`config.mk`:
```
export PLATFORM = sky130hd
export DESIGN_NAME = acc_spi_reader
export DESIGN_NICKNAME = d
export VERILOG_FILES = /design/src/rtl/acc_spi_pkg.sv /design/src/rtl/spi_sclk_div.sv /design/src/rtl/acc_spi_reader.sv
export SDC_FILE = /design/constraint.sdc
export NUM_CORES = 1
export LEC_CHECK = 0
export ABC_AREA = 1
export BUFFER_PORTS_ARGS = -buffer_cell sky130_fd_sc_hd__buf_2
export CORE_MARGIN = 3
export CORE_UTILIZATION = 45
export CTS_CLUSTER_DIAMETER = 100
export CTS_CLUSTER_SIZE = 40
export DETAILED_ROUTE_END_ITERATION = 16
export GPL_TIMING_DRIVEN = 0
export HOLD_SLACK_MARGIN = 0.15
export MAX_ROUTING_LAYER = met4
export PLACE_DENSITY = 0.72
export SLEW_MARGIN = 20
export SYNTH_ARGS = -nofsm -noshare
export SYNTH_HDL_FRONTEND = slang
export SYNTH_SLANG_ARGS = --single-unit
```
`constraint.sdc`:
```
create_clock -name clk -period 5.2 [get_ports clk]
set_input_delay 0.52 -clock clk [delete_from_list [all_inputs] [get_ports clk]]
set_output_delay 0.52 -clock clk [all_outputs]
set_load 0.02 [all_outputs]
```
`src/rtl/acc_spi_pkg.sv`:
```
// Shared definitions for the accelerometer SPI reader.
// Contents:
//   spi_state_t  - transaction FSM states
//   XFER_BITS    - SCLK periods per transaction (8 command + 16 data)
//   CMD_*        - bit positions inside the command byte
//   build_cmd    - assembles the read command byte from a register address
package acc_spi_pkg;

    typedef enum logic [1:0] {
        IDLE     = 2'd0,
        CS_SETUP = 2'd1,
        XFER     = 2'd2,
        CS_HOLD  = 2'd3
    } spi_state_t;

    localparam int XFER_BITS    = 24;
    localparam int CMD_BITS     = 8;
    localparam int CMD_READ_POS = 7;
    localparam int CMD_MB_POS   = 6;
    localparam int CMD_ADDR_MSB = 5;
    localparam int BIT_CNT_W    = 5;

    // Read + multi-byte flags on top, six address bits below.
    function automatic logic [7:0] build_cmd(input logic [CMD_ADDR_MSB:0] addr);
        logic [7:0] cmd;
        cmd                 = '0;
        cmd[CMD_READ_POS]   = 1'b1;
        cmd[CMD_MB_POS]     = 1'b1;
        cmd[CMD_ADDR_MSB:0] = addr;
        return cmd;
    endfunction

endpackage

```
`src/rtl/spi_sclk_div.sv`:
```
// SCLK half-period timer.
// Ports:
//   clk       - system clock
//   reset     - asynchronous active-low reset
//   en        - count while high; held at zero while low
//   half_done - high in the last clk cycle of each CLK_DIV-cycle half period
module spi_sclk_div #(
    parameter int CLK_DIV = 4
) (
    input  logic clk,
    input  logic reset,
    input  logic en,
    output logic half_done
);

    localparam int            CW   = $clog2(CLK_DIV);
    localparam logic [CW-1:0] LAST = CW'(CLK_DIV - 1);

    logic [CW-1:0] cnt;

    assign half_done = en && (cnt == LAST);

    // Clearing while disabled makes the first half after enable exactly CLK_DIV long.
    always_ff @(posedge clk or negedge reset) begin
        if (!reset) begin
            cnt <= '0;
        end else if (!en || cnt == LAST) begin
            cnt <= '0;
        end else begin
            cnt <= cnt + 1'b1;
        end
    end

endmodule

```
`src/rtl/acc_spi_reader.sv`:
```
// Periodic SPI mode-3 reader for a 16-bit accelerometer sample.
// Every SAMPLE_PERIOD clocks a tick starts a 24-bit transaction: an 8-bit
// read/multi-byte command for REG_ADDR followed by two data bytes, low byte
// first. The assembled sample is published on acc with a one-cycle acc_valid.
// Ports:
//   clk       - system clock
//   reset     - asynchronous active-low reset
//   spi_sclk  - SPI clock, idle high
//   spi_cs_n  - sensor chip select, active-low
//   spi_mosi  - command data to sensor
//   spi_miso  - data from sensor
//   acc       - latest complete acceleration sample
//   acc_valid - one-cycle pulse when acc updates
//   busy      - high while spi_cs_n is low
module acc_spi_reader
    import acc_spi_pkg::*;
#(
    parameter int         CLK_DIV       = 4,
    parameter int         SAMPLE_PERIOD = 1000,
    parameter logic [7:0] REG_ADDR      = 8'h32
) (
    input  logic        clk,
    input  logic        reset,
    output logic        spi_sclk,
    output logic        spi_cs_n,
    output logic        spi_mosi,
    input  logic        spi_miso,
    output logic [15:0] acc,
    output logic        acc_valid,
    output logic        busy
);

    localparam int                   PW             = (SAMPLE_PERIOD > 1) ? $clog2(SAMPLE_PERIOD) : 1;
    localparam logic [PW-1:0]        PERIOD_LAST    = PW'(SAMPLE_PERIOD - 1);
    localparam logic [7:0]           CMD            = build_cmd(REG_ADDR[CMD_ADDR_MSB:0]);
    localparam logic [BIT_CNT_W-1:0] LAST_BIT       = BIT_CNT_W'(XFER_BITS - 1);
    localparam logic [BIT_CNT_W-1:0] FIRST_DATA_BIT = BIT_CNT_W'(CMD_BITS);

    spi_state_t           state;
    logic [PW-1:0]        period_cnt;
    logic                 tick;
    logic [BIT_CNT_W-1:0] bit_cnt;
    logic                 half_done;
    logic                 load_tx;
    logic                 shift_tx;
    logic                 sample_rx;
    logic [7:0]           tx_sr;
    logic [15:0]          rx_sr;

    spi_sclk_div #(
        .CLK_DIV(CLK_DIV)
    ) u_div (
        .clk      (clk),
        .reset    (reset),
        .en       (state != IDLE),
        .half_done(half_done)
    );

    assign tick = (period_cnt == PERIOD_LAST);

    // Free-running sample period; ticks seen outside IDLE are simply lost.
    always_ff @(posedge clk or negedge reset) begin
        if (!reset) begin
            period_cnt <= '0;
        end else if (tick) begin
            period_cnt <= '0;
        end else begin
            period_cnt <= period_cnt + 1'b1;
        end
    end

    // spi_sclk low = low half in progress; its end is the rising SCLK edge.
    assign load_tx   = (state == CS_SETUP) && half_done;
    assign sample_rx = (state == XFER) && half_done && !spi_sclk && (bit_cnt >= FIRST_DATA_BIT);
    assign shift_tx  = (state == XFER) && half_done && spi_sclk && (bit_cnt != LAST_BIT);

    // After the command bits the transmit register has shifted to all zeros,
    // which is exactly the MOSI level wanted for the data bytes.
    always_ff @(posedge clk) begin
        if (load_tx) begin
            tx_sr <= {CMD[6:0], 1'b0};
        end else if (shift_tx) begin
            tx_sr <= {tx_sr[6:0], 1'b0};
        end
        if (sample_rx) begin
            rx_sr <= {rx_sr[14:0], spi_miso};
        end
    end

    always_ff @(posedge clk or negedge reset) begin
        if (!reset) begin
            state     <= IDLE;
            spi_cs_n  <= 1'b1;
            spi_sclk  <= 1'b1;
            spi_mosi  <= 1'b0;
            acc       <= '0;
            acc_valid <= 1'b0;
            busy      <= 1'b0;
            bit_cnt   <= '0;
        end else begin
            acc_valid <= 1'b0;
            case (state)
                IDLE: begin
                    if (tick) begin
                        state    <= CS_SETUP;
                        spi_cs_n <= 1'b0;
                        busy     <= 1'b1;
                    end
                end
                CS_SETUP: begin
                    if (half_done) begin
                        state    <= XFER;
                        spi_sclk <= 1'b0;
                        spi_mosi <= CMD[7];
                        bit_cnt  <= '0;
                    end
                end
                XFER: begin
                    if (half_done) begin
                        if (!spi_sclk) begin
                            spi_sclk <= 1'b1;
                        end else if (bit_cnt == LAST_BIT) begin
                            state <= CS_HOLD;
                        end else begin
                            spi_sclk <= 1'b0;
                            spi_mosi <= tx_sr[7];
                            bit_cnt  <= bit_cnt + 1'b1;
                        end
                    end
                end
                CS_HOLD: begin
                    if (half_done) begin
                        state     <= IDLE;
                        spi_cs_n  <= 1'b1;
                        busy      <= 1'b0;
                        // First received byte sits in rx_sr[15:8] and is the low byte.
                        acc       <= {rx_sr[7:0], rx_sr[15:8]};
                        acc_valid <= 1'b1;
                    end
                end
                default: state <= IDLE;
            endcase
        end
    end

endmodule

```
Word level (Yosys, flattened, before mapping)

Cells that the tools add are included.

Order comparisons: 1
Muxes and demuxes: 30
Bitwise logic cells: 0
Reduce and logical (&&, ||, !) cells: 19
$add $sub $neg: 3
Divide/modulo/power cells: 0
Shift-type cells: 0
$mul: 0
Eq/ne operators: 14

Operator list:

| operator                | number |
|---|---|
| $mux W5                 | 4 |
| $mux W2                 | 7 |
| $mux W1                 | 12 |
| $ne A2 B2 Y1 const B    | 6 |
| $add A10 B1 Y10 const B | 1 |
| $eq A10 B10 Y1 const B  | 1 |
| $mux W10                | 1 |
| $pmux W5 S2             | 1 |
| $pmux W1 S2             | 4 |
| $pmux W2 S4             | 1 |
| $logic_and A1 B1 Y1     | 7 |
| $eq A2 B2 Y1 const B    | 3 |
| $reduce_and A3 Y1       | 2 |
| $reduce_and A6 Y1       | 1 |
| $reduce_bool A2 Y1      | 3 |
| $add A5 B1 Y5 const B   | 1 |
| $eq A5 B5 Y1 const B    | 1 |
| $ge A5 B4 Y1 const B    | 1 |
| $ne A5 B5 Y1 const B    | 1 |
| $reduce_and A5 Y1       | 1 |
| $add A2 B1 Y2 const B   | 1 |
| $eq A2 B1 Y1 const B    | 1 |
| $logic_not A1 Y1        | 2 |
| $logic_not A2 Y1        | 1 |
| other kinds (3)         | 3 |

Logic and storage cells: 79
Register bits after elaboration: 62
Output and inout port bits: 21
Memory bits (read-only): 0
Bits in writable memories: 0
Bits in latches: 0
Memories: 0

Longest topological paths before layout

Gate-level depths: netlist of run 1.

Word-level depth: 5
Mapped depth: 9
Mapped depth without buffers: 9

Cells and area by module

A second synthesis of run 1 with hierarchy kept.

Cell total of the unflattened synthesis: 261
Area, all modules: 2555.0 um^2

By module, submodules not included:

| module         | times used | cells an instance | area each (um^2) | sequential area each (um^2) |
|---|---|---|---|---|
| acc_spi_reader | 1          | 251               | 2466.1           | 1554.0 |
| spi_sclk_div   | 1          | 10                | 88.8             | 50.0 |

Worst setup path after synthesis of run 1

Ideal clock, no wire load.

Path kind: register to register
Start: reg state[0]
End: reg rx_sr[0], enable pin
Period minus slack after synthesis: 2.634 ns
Buffers on the path: 0
Data required time: 4.786 ns
Arrival time: 2.220 ns
Slack: 2.566 ns
Stages on the path, launching flop included: 6
Path through: dfrtp_1 -> inv_1 -> ha_1 -> nor2_4 -> nand2_1 -> a211oi_1

Word-level cells in the longest chain between the ends: 5
Elaborated cells on any way between the ends: 6
Classes of those cells: 1 x eq/ne; 5 x reduce/logical

RTL lines:

| item                               | line                  | text |
|---|---|---|
| start: declaration                 | acc_spi_reader.sv:39  | `spi_state_t state;` |
| start signal: assignment           | acc_spi_reader.sv:92  | `state <= IDLE;` |
| start signal: assignment           | acc_spi_reader.sv:105 | `state <= CS_SETUP;` |
| start signal: assignment           | acc_spi_reader.sv:112 | `state <= XFER;` |
| $reduce_bool A2 Y1                 | acc_spi_reader.sv:55  | `.en (state != IDLE),` |
| $logic_and A1 B1 Y1                | spi_sclk_div.sv:21    | `assign half_done = en && (cnt == LAST);` |
| $logic_and A1 B1 Y1 * (3 in a row) | acc_spi_reader.sv:74  | `assign sample_rx = (state == XFER) && half_done && !spi_sclk && (bit_cnt >= FIRST_DATA_BIT);` |
| via sample_rx                      | acc_spi_reader.sv:46  | `logic sample_rx;` |
| end signal: assignment             | acc_spi_reader.sv:86  | `rx_sr <= {rx_sr[14:0], spi_miso};` |
| end: declaration                   | acc_spi_reader.sv:48  | `logic [15:0] rx_sr;` |

Mark *: on every way through the listed nets, which the timed path passes. The rest lies on a longest branch.
A chain may end at the register's enable or synchronous reset.

Worst setup path after layout of run 1

Start: reg state[0]
End: reg rx_sr[14], enable pin

Same word-level chain as after synthesis.

==> results.json, run 1 <==
{
  "power_density_nw_per_um2": 329,
  "cts_setup_buffers": 0,
  "drive_gt1_frac": 0.195,
  "drtAntennaViolNets": 0,
  "yosysMostFrequentCell": "nand2_1",
  "crit_arrival_ns": 2.08,
  "fill_cells": 489,
  "slowest_delay_ns": 0.67,
  "routed_via_density": 4.78,
  "critPathTopFamily": "compound AO/OA/AOI/OAI gates",
  "tritoncts": "built",
  "holdCritPathClass": "in -> async",
  "critPathKind": "reg -> reg",
  "portBuffers": 23,
  "grt.total_usage": 0.153,
  "synth_nets": 278,
  "synth_top_area_share": 0.366,
  "cp-start-kind": "register",
  "cp_slowest_cell": "a211oi_4",
  "syn_area_um2": 2600,
  "hpwl_um": 3000,
  "clk_pin_slew_ns": 0.07,
  "synth_flop_cell": "dfrtp_1",
  "placed_cell_area_um2": 2820,
  "ys_ff_latch": 62,
  "slew_viol_final": 0,
  "cts_sinks": 62,
  "netlist_top_cells_count": "nand2_1 (100), dfrtp_1 (38), inv_1 (19), nor2_1 (19), edfxtp_1 (16)",
  "die_h_um": 82.0,
  "cp.required_ns": 5.16,
  "async_flop_share": 0.645,
  "die-area_um2": 6730,
  "antenna_cells": 0,
  "yosysWarnings": 0,
  "vias": 1813,
  "rsz0062_at_grt": "no",
  "crit_buf_inv": 1,
  "design_area_um2": 3060,
  "crit_chain": "inv_1 > ha_1 > nor2_4 > nand2_1 > a211oi_4",
  "gp_congestion": 0.794,
  "slew_headroom": 0.416,
  "reg2reg_slack_ns": 3.07,
  "grt_pass1_wl_um": 7450,
  "synthCells": 268,
  "max_cap_violations": 0,
  "drt-total-wl_um": 4360,
  "status": "complete, no violations",
  "antenna_found_initial": 0,
  "drtIter0Drc": 102,
  "fmax_mhz": 470,
  "cts_buffers": 9,
  "setup_violations": 0,
  "synth_top_cell_by_area": "dfrtp_1",
  "reg2reg_depth": 5,
  "finalCritPeriodShare": 0.409,
  "p_leak_uw": 0.00149,
  "grt_pass1_vias": 1670,
  "postCtsHoldBufs": 0,
  "ys_seq_area_frac": 0.617,
  "cts_resized": 0,
  "clk_latency_ns": 0.33,
  "synth_area_leaders": "dfrtp_1 (37%), edfxtp_1 (18%), nand2_1 (14%)",
  "setup-tns-final_ns": 0,
  "clockRootBuffer": "clkbuf_8",
  "nets": 312,
  "routedWlPerCell_um": 11.5,
  "hold_viol": 0,
  "dr.pass1.iters": 4,
  "rows": 27,
  "synth_edf_count": 16,
  "path_depth": 5,
  "gr-total-overflow": 0,
  "ir_worst_vdd_mv": 0.205,
  "route.detailed.drc": 0,
  "syn_to_final_growth_pct": 17.6,
  "min_period_ns": 2.13,
  "path_max_fanout": 16,
  "grt_max_degree": 41,
  "syn-mean-instance-area_um2": 9.71,
  "io_pins": 24,
  "ys_types": 28,
  "ctsLongestPathBuffers": 2,
  "clock_skew_ns": 0.00858,
  "fp.dieW_um": 82.0,
  "htreeDepth": 3,
  "tightest_slew_ns": 0.876,
  "start_util": 0.470,
  "fp.coreArea_um2": 5540,
  "cp-end-kind": "register"
}
[power breakdown]
part / internal, uW / switching [uW] / total, uW
clock: 331 / 173 / 504
combinational: 0.527 / 5.83 / 6.35
sequential: 497 / 0 / 497
total: 829 / 179 / 1010
[path summary, 6_finish.rpt]
check	to	start
worst min-delay path	acc[8]	reset
min in group clk	rx_sr[0]	spi_miso
max in group asynchronous	period_cnt[6]	reset
worst min register to register	tx_sr[2]	tx_sr[2]
worst max register to register	rx_sr[14]	state[0]
worst max-delay path	rx_sr[14]	state[0]
[per-stage QoR]
stage	setup slack [ns]	total power (uW)	cells	hold WS, ns	util
detailed placement	3.03	514	363	0.430	0.509
floorplan	2.57	507	268	0.224	-
CTS	3.03	1020	379	0.338	0.552
global route	2.90	1040	379	0.336	0.552
global placement	2.07	513	363	0.424	0.507
finish	3.07	1010	379	0.310	0.552
[sequential cells by signal, summed over array words and instances (netlist names)]
signal,cells
busy,1
state,2
acc,16
spi_sclk,1
bit_cnt,5
rx_sr,16
spi_cs_n,1
acc_valid,1
spi_mosi,1
period_cnt,10
tx_sr,6
u_div.cnt,2
[kinds of logic (layout without fill, tap and decap cells)]
logic type,count (synthesis),after routing,synth area share
compound gates,19,19,0.0394
xor+xnor,2,2,0.00674
fa+ha+maj,7,7,0.0337
buf+inv,26,65,0.0423
flops,62,62,0.617
simple gates,152,152,0.261
[placed cells by master, fill, tap and decap left out, types with 2 or more instances in the layout]
| cell type | synthesis | layout |
|---|---|---|
| edfxtp_1 | 16 | 16 |
| xor2_1 | 2 | 2 |
| nor2_4 | 4 | 4 |
| o21ai_0 | 8 | 8 |
| nand2_2 | 4 | 4 |
| nand2_1 | 100 | 100 |
| ha_1 | 7 | 7 |
| nor3b_1 | 2 | 2 |
| clkbuf_8 | 0 | 10 |
| inv_1 | 19 | 19 |
| inv_2 | 4 | 4 |
| nor2_1 | 19 | 19 |
| nand3_1 | 11 | 11 |
| dfxtp_1 | 6 | 6 |
| nor3_1 | 5 | 5 |
| buf_2 | 0 | 23 |
| nand3_2 | 2 | 2 |
| dfrtp_1 | 38 | 38 |
| dfstp_2 | 2 | 2 |
| bufinv_16 | 0 | 3 |
| a21oi_1 | 7 | 7 |
| clkinv_2 | 1 | 2 |
| clkbuf_1 | 0 | 2 |
| nand4_1 | 3 | 3 |
[final cells by class]
type	count	area (um2)	share of cell area
sequential	62	1600	0.524
buffer	2	18.8	0.00613
clock inverter	4	95.1	0.0311
inverter	24	91.3	0.0299
timing repair buffer	23	115	0.0376
clock buffer	12	145	0.0474
tap	72	90.1	0.0294
multi-input combinational	180	900	0.294
[per-layer routing]
metal | global-route usage | share of wire
met3 | 0.0592 | 0.039
met4 | 0.0548 | 0.0044
met1 | 0.194 | 0.48
met5 | - | 0
met2 | 0.223 | 0.48
(Power assumes the default switching activity.)
==> run 2, diff against run 1 <==
Settings changed: ABC_AREA 1 to 0.
Clock period 5.2 ns to 2.2 ns, I/O delays scaled along.
==> run 2 against run 1 <==
Register-to-register slack worse by 2.7 ns; global-route usage is 0.53 points lower; clock power is 140% higher; hold slack better by 0.13 ns; maximum frequency is 15% higher; cell count is 19% lower; synthesized cell count is 28% lower; flip-flop and latch count stayed put; die area is 0.30% higher; clock skew is 0.0034 ns lower; clock-buffer cell count is 2 lower; critical path depth is 3 higher.
==> results.json, run 2 <==
{
  "power.total_uw": 2380,
  "gp_congestion": 0.760,
  "synth_top_cell_by_area": "dfrtp_1",
  "synth_nets": 202,
  "min_path_cells": 2,
  "grt_pass1_wl_um": 7020,
  "drtAntennaViolNets": 0,
  "ys_ff_latch": 62,
  "nets": 239,
  "clock_skew_ns": 0.00513,
  "portBuffers": 23,
  "synth_area_leaders": "dfrtp_1 (36%), edfxtp_1 (18%), mux2_2 (6.9%)",
  "swShare": 0.190,
  "synth_flop_cell": "dfrtp_1",
  "fp.coreArea_um2": 5570,
  "reg2reg_slack_ns": 0.34,
  "grt_max_degree": 41,
  "r2r_start": "state[0]",
  "reg2reg_depth": 8,
  "pre_cts_ws_ns": -0.0430,
  "r2r-end": "acc[12]",
  "dr.pass1.iters": 4,
  "grt_pass1_vias": 1508,
  "yosysMostFrequentCell": "dfrtp_1",
  "routedWlPerCell_um": 13.5,
  "syn_to_final_growth_pct": 18.9,
  "final_cells": 306,
  "finish.utilization": 0.557,
  "ys_types": 43,
  "synthCells": 192,
  "route.detailed.drc": 0,
  "clockRootBuffer": "clkbuf_8",
  "critPathTopFamily": "buffers and inverters",
  "clk_latency_ns": 0.34,
  "cts_buffers": 9,
  "syn-mean-instance-area_um2": 13.6,
  "synth_top_area_share": 0.364,
  "power_frac_comb": 0.008,
  "layout_common_cells": "dfrtp_1 (38), buf_2 (24), mux2_2 (16), edfxtp_1 (16), nand2_1 (14)",
  "p_int_uw": 1930,
  "ir_worst_vdd_mv": 0.521,
  "slowest_delay_ns": 0.41,
  "crit_buf_inv": 4,
  "netlist_top_cells_count": "dfrtp_1 (38), edfxtp_1 (16), mux2_2 (16), nand2_1 (14), nor2_1 (13)",
  "clk_pin_slew_ns": 0.07,
  "setup-tns-final_ns": 0,
  "crit_chain": "inv_1 > ha_1 > buf_4 > nor2b_4 > buf_6 > nand2_2 > buf_6 > mux2_2",
  "min_to": "tx_sr[2]",
  "yosysWarnings": 0,
  "fp.dieW_um": 82.2,
  "drt-total-wl_um": 4130,
  "final_common_cell": "dfrtp_1",
  "slew_headroom": 0.403,
  "p_clk_frac": 0.500,
  "hold_path.startpoint": "tx_sr[2]",
  "min_period_ns": 1.86,
  "cp_slowest_cell": "dfrtp_1",
  "cp.required_ns": 2.43,
  "fmax_mhz": 538,
  "place_inst": 287,
  "syn_area_um2": 2610,
  "slew_viol_final": 0,
  "fill_cells": 470,
  "path_max_fanout": 10,
  "ctsLongestPathBuffers": 2,
  "antenna_found_initial": 0,
  "drtIter0Drc": 46,
  "holdCritPathClass": "reg -> reg",
  "power_density_nw_per_um2": 768,
  "crit_arrival_ns": 2.08,
  "synth_edf_count": 16,
  "antenna_cells": 0,
  "grt.total_usage": 0.148,
  "finalCritPeriodShare": 0.845,
  "max_cap_violations": 0,
  "die-area_um2": 6750,
  "ys_seq_area_frac": 0.615,
  "hpwl_um": 2760,
  "setup_violations": 0,
  "start_util": 0.468,
  "htreeDepth": 3,
  "critPathKind": "reg -> reg",
  "tightest_slew_ns": 0.895,
  "rows": 27,
  "p_leak_uw": 0.00148,
  "switching_power_uw": 452,
  "cp-start-kind": "register",
  "seqPwrFrac": 0.493,
  "async_flop_share": 0.645,
  "tritoncts": "built",
  "io_pins": 24,
  "vias": 1587,
  "die_h_um": 82.2,
  "hold_viol": 0,
  "cts_sinks": 62,
  "drive_gt1_frac": 0.316,
  "routed_via_density": 5.19,
  "largest_registers": "acc (16), rx_sr (16), period_cnt (10)",
  "cp-end-kind": "register",
  "setup_ws_ns": 0.341,
  "rsz0062_at_grt": "no",
  "status": "complete, no violations",
  "gr-total-overflow": 0,
  "cpMostUsedCell": "buf_6"
}
[run 2: cell count changes after synthesis, sizes merged, moves of 9 or more]
cell	change
nand2	-90
inv	-18
mux2	+17
nor2	-10
mux2i	+9
nand3	-9
[run 2: power by group through the flow]
| stage | sequential [uW] | combinational [uW] | clock, uW |
|---|---|---|---|
| 2_1_floorplan | 1200 | 0.000485 | 0 |
| 3_3_place_gp | 1200 | 16.6 | 0 |
| 3_5_place_dp | 1200 | 16.9 | 0 |
| 4_1_cts | 1170 | 19.6 | 1220 |
| 5_1_grt | 1170 | 21.0 | 1270 |
| 6_report | 1170 | 17.9 | 1190 |
[run 2: through the flow]
step,instance area (um2),hold slack (ns)
after floorplan,2620,-0.0756
after global placement,2820,0.397
after detailed placement,2830,0.399
after CTS,3100,0.443
after global routing,3100,0.454
final,3100,0.440
[run 2: per-layer routing]
metal | vias up | share of wire | global-route usage | routed length (um)
li1 | 764 | - | - | -
met1 | 779 | 0.46 | 0.180 | 1900
met2 | 38 | 0.48 | 0.212 | 1970
met3 | 6 | 0.048 | 0.0553 | 199
met4 | 0 | 0.015 | 0.0797 | 61
met5 | - | 0 | - | 0
[run 2: area by class of cell]
class | instances | area, um2 | area share
Inverter | 5 | 18.8 | 0.00605
Clock inverter | 6 | 109 | 0.0351
Multi-Input combinational cell | 120 | 952 | 0.307
Clock buffer | 10 | 128 | 0.0411
Buffer | 5 | 46.3 | 0.0149
Tap cell | 72 | 90.1 | 0.0290
Timing Repair Buffer | 26 | 155 | 0.0500
Sequential cell | 62 | 1600 | 0.517
[run 2: cells by family (layout without fill, tap and decap cells)]
kind of cell	after synthesis	after routing	share of synthesized area
AOI/OAI and AO/OA	25	25	0.0671
adders and majority gates	7	7	0.0336
buffers and inverters	10	52	0.0249
DFF	62	62	0.615
and+or+nand+nor	56	56	0.130
xor gates and xnor gates	6	6	0.0201
muxes	26	26	0.109
[run 2: how the worst max path moves through the flow]
stage          startpoint   endpoint  slack [ns]  cells past startpoint
4_1_cts          state[0]    acc[12]        0.32                      8
2_1_floorplan    state[0]   rx_sr[0]        0.03                      7
6_report         state[0]    acc[12]        0.34                      8
3_5_place_dp     state[0]  rx_sr[13]       -0.04                      7
5_1_grt          state[0]     acc[8]        0.23                      8
3_3_place_gp     state[0]  rx_sr[13]       -0.35                      7
[run 2: worst register-to-register path, delay by kind of cell, from the launching register on]
kind,cells,cell delay (ns)
flip-flops,1,0.41
buffers and inverters,4,0.61
multiplexers,1,0.35
AND/OR/NAND/NOR,2,0.23
adder cells (fa/ha/maj),1,0.16
[run 2: what timing repair did]
action                                  4_1_cts  5_1_grt
endpoints found under the setup margin       16        0
hold endpoints to repair                     39        0
hold buffers                                  2        0
setup buffers                                 1        0
resized for setup                             0        0
==> run 3, diff against run 2 <==
Settings changed: ABC_AREA 0 to 1, PLACE_DENSITY 0.72 to 0.75.
Clock period 2.2 ns to 1.7 ns, I/O delays scaled along.
==> run 3 against run 2 <==
Core utilization up 0.25 points; cell count up 25%; maximum frequency grew 16%; clock skew rose by 0.0023 ns; global-route usage rose by 0.75 points; critical path type unchanged.
==> results.json, run 3 (synthesized netlist as in run 1, its figures left out) <==
{
  "ctsLongestPathBuffers": 2,
  "switching_power_uw": 554,
  "crit_buf_inv": 2,
  "p_clk_frac": 0.467,
  "htreeDepth": 3,
  "clockRootBuffer": "clkbuf_8",
  "final_common_cell": "nand2_1",
  "grt_pass1_vias": 1724,
  "cp-start-kind": "register",
  "power.total_uw": 2900,
  "drt-total-wl_um": 4510,
  "rows": 27,
  "dr.pass1.iters": 4,
  "slowest_delay_ns": 0.42,
  "crit_chain": "inv_2 > ha_4 > nor2_4 > nand2_2 > a211oi_4 > buf_12",
  "grt_pass1_wl_um": 7580,
  "dr_wl_met3_um": 270,
  "finalCritPeriodShare": 0.942,
  "path_max_fanout": 16,
  "power_frac_comb": 0.008,
  "grt.total_usage": 0.155,
  "drt-met1-wl_um": 2090,
  "cp-end-kind": "register",
  "tightest_slew_ns": 0.888,
  "r2r_start": "state[0]",
  "crit_arrival_ns": 1.64,
  "vias": 1849,
  "routed_via_density": 4.82,
  "gp_congestion": 0.775,
  "hold_path.startpoint": "u_div.cnt[0]",
  "cp_slowest_cell": "dfrtp_1",
  "drive_gt1_frac": 0.221,
  "hold_viol": 0,
  "route.detailed.drc": 0,
  "rsz0062_at_grt": "no",
  "clk_pin_slew_ns": 0.07,
  "antenna_cells": 0,
  "p_int_uw": 2340,
  "min_period_ns": 1.60,
  "slew_viol_final": 0,
  "slew_headroom": 0.408,
  "tritoncts": "built",
  "grt_max_degree": 41,
  "fp.coreArea_um2": 5540,
  "clock_skew_ns": 0.00747,
  "place_inst": 363,
  "status": "complete, no violations",
  "top_layer_used": "met4",
  "cts_sinks": 62,
  "nets": 317,
  "crit_start": "state[0]",
  "start_util": 0.470,
  "swShare": 0.191,
  "clk_latency_ns": 0.33,
  "fmax_mhz": 625,
  "gr-total-overflow": 0,
  "die_h_um": 82.0,
  "fp.dieW_um": 82.0,
  "io_pins": 24,
  "syn_to_final_growth_pct": 19.1,
  "power_density_nw_per_um2": 935,
  "hpwl_um": 3020,
  "max_cap_violations": 0,
  "critPathTopFamily": "flip-flops",
  "die-area_um2": 6730,
  "drtAntennaViolNets": 0,
  "largest_registers": "acc (16), rx_sr (16), period_cnt (10)",
  "p_leak_uw": 0.00151,
  "ir_worst_vdd_mv": 0.742,
  "portBuffers": 23,
  "cts_buffers": 9,
  "layout_common_cells": "nand2_1 (99), dfrtp_1 (37), buf_2 (23)",
  "fill_cells": 488,
  "routedWlPerCell_um": 11.8,
  "setup_violations": 0,
  "critPathKind": "reg -> reg",
  "drtIter0Drc": 107,
  "cp.required_ns": 1.74,
  "route.met2.wl_um": 2120,
  "final_cells": 384,
  "seqPwrFrac": 0.525,
  "antenna_found_initial": 0,
  "holdCritPathClass": "reg -> reg"
}
## run 3: cell count changes in the layout (fill, tap and decap cells not counted), sizes merged, moves of 9 or more
cell / before / now
inv: 6 / 23
mux2: 17 / 0
mux2i: 9 / 0
nand2: 15 / 105
nand3: 5 / 14
nor2: 13 / 23
## run 3: per-layer routing
layer / vias to the layer above / track usage
met5: - / -
met3: 4 / 0.0625
li1: 933 / -
met4: 0 / 0.0548
met1: 863 / 0.188
met2: 49 / 0.235
## run 3: final timing paths
check / to / slack (ns) / depth (start not counted)
max in group asynchronous: period_cnt[0] / 0.59 / 2
worst min-delay path: u_div.cnt[0] / 0.44 / 1
min in group asynchronous: period_cnt[9] / 0.50 / 2
worst min register to register: u_div.cnt[0] / 0.44 / 1
worst max-delay path: rx_sr[12] / 0.1 / 6
worst max register to register: rx_sr[12] / 0.1 / 6
## run 3: through the flow
stage | utilization | setup WS (ns) | TNS (ns) | hold WS, ns | instance area, um2
detailed placement | 0.512 | -0.323 | -5.17 | 0.349 | 2840
floorplan | - | -0.0716 | -1.15 | -0.126 | 2630
global route | 0.559 | 0.00279 | 0 | 0.463 | 3100
CTS | 0.556 | 0.0850 | 0 | 0.447 | 3080
finish | 0.559 | 0.0993 | 0 | 0.443 | 3100
global placement | 0.512 | -0.266 | -4.26 | 0.344 | 2840
## run 3: repair_timing
| item | in CTS | in global routing |
|---|---|---|
| hold endpoints to repair | 39 | 0 |
| hold buffers | 2 | 0 |
| resized for setup | 0 | 2 |
| buffers inserted | 1 | 2 |
| endpoints found under the setup margin | 16 | 11 |
| pin swaps | 1 | 1 |
## run 3: power by group through the flow
stage               Clock, uW  Combinational [uW]  Sequential (uW)
CTS                      1390                25.2             1520
finish                   1350                23.1             1520
floorplan                   0            0.000520             1550
global placement            0                21.3             1550
global route             1450                27.7             1520
detailed placement          0                21.9             1550
## run 3: cell type report
type                            count  area (um2)  share of cell area
Timing Repair Buffer               28         170              0.0549
Clock buffer                       11         131              0.0424
Tap cell                           72        90.1              0.0291
Clock inverter                      5        73.8              0.0238
Sequential cell                    62        1610               0.518
Multi-Input combinational cell    180         917               0.296
Inverter                           24        91.3              0.0295
Buffer                              2        18.8             0.00606
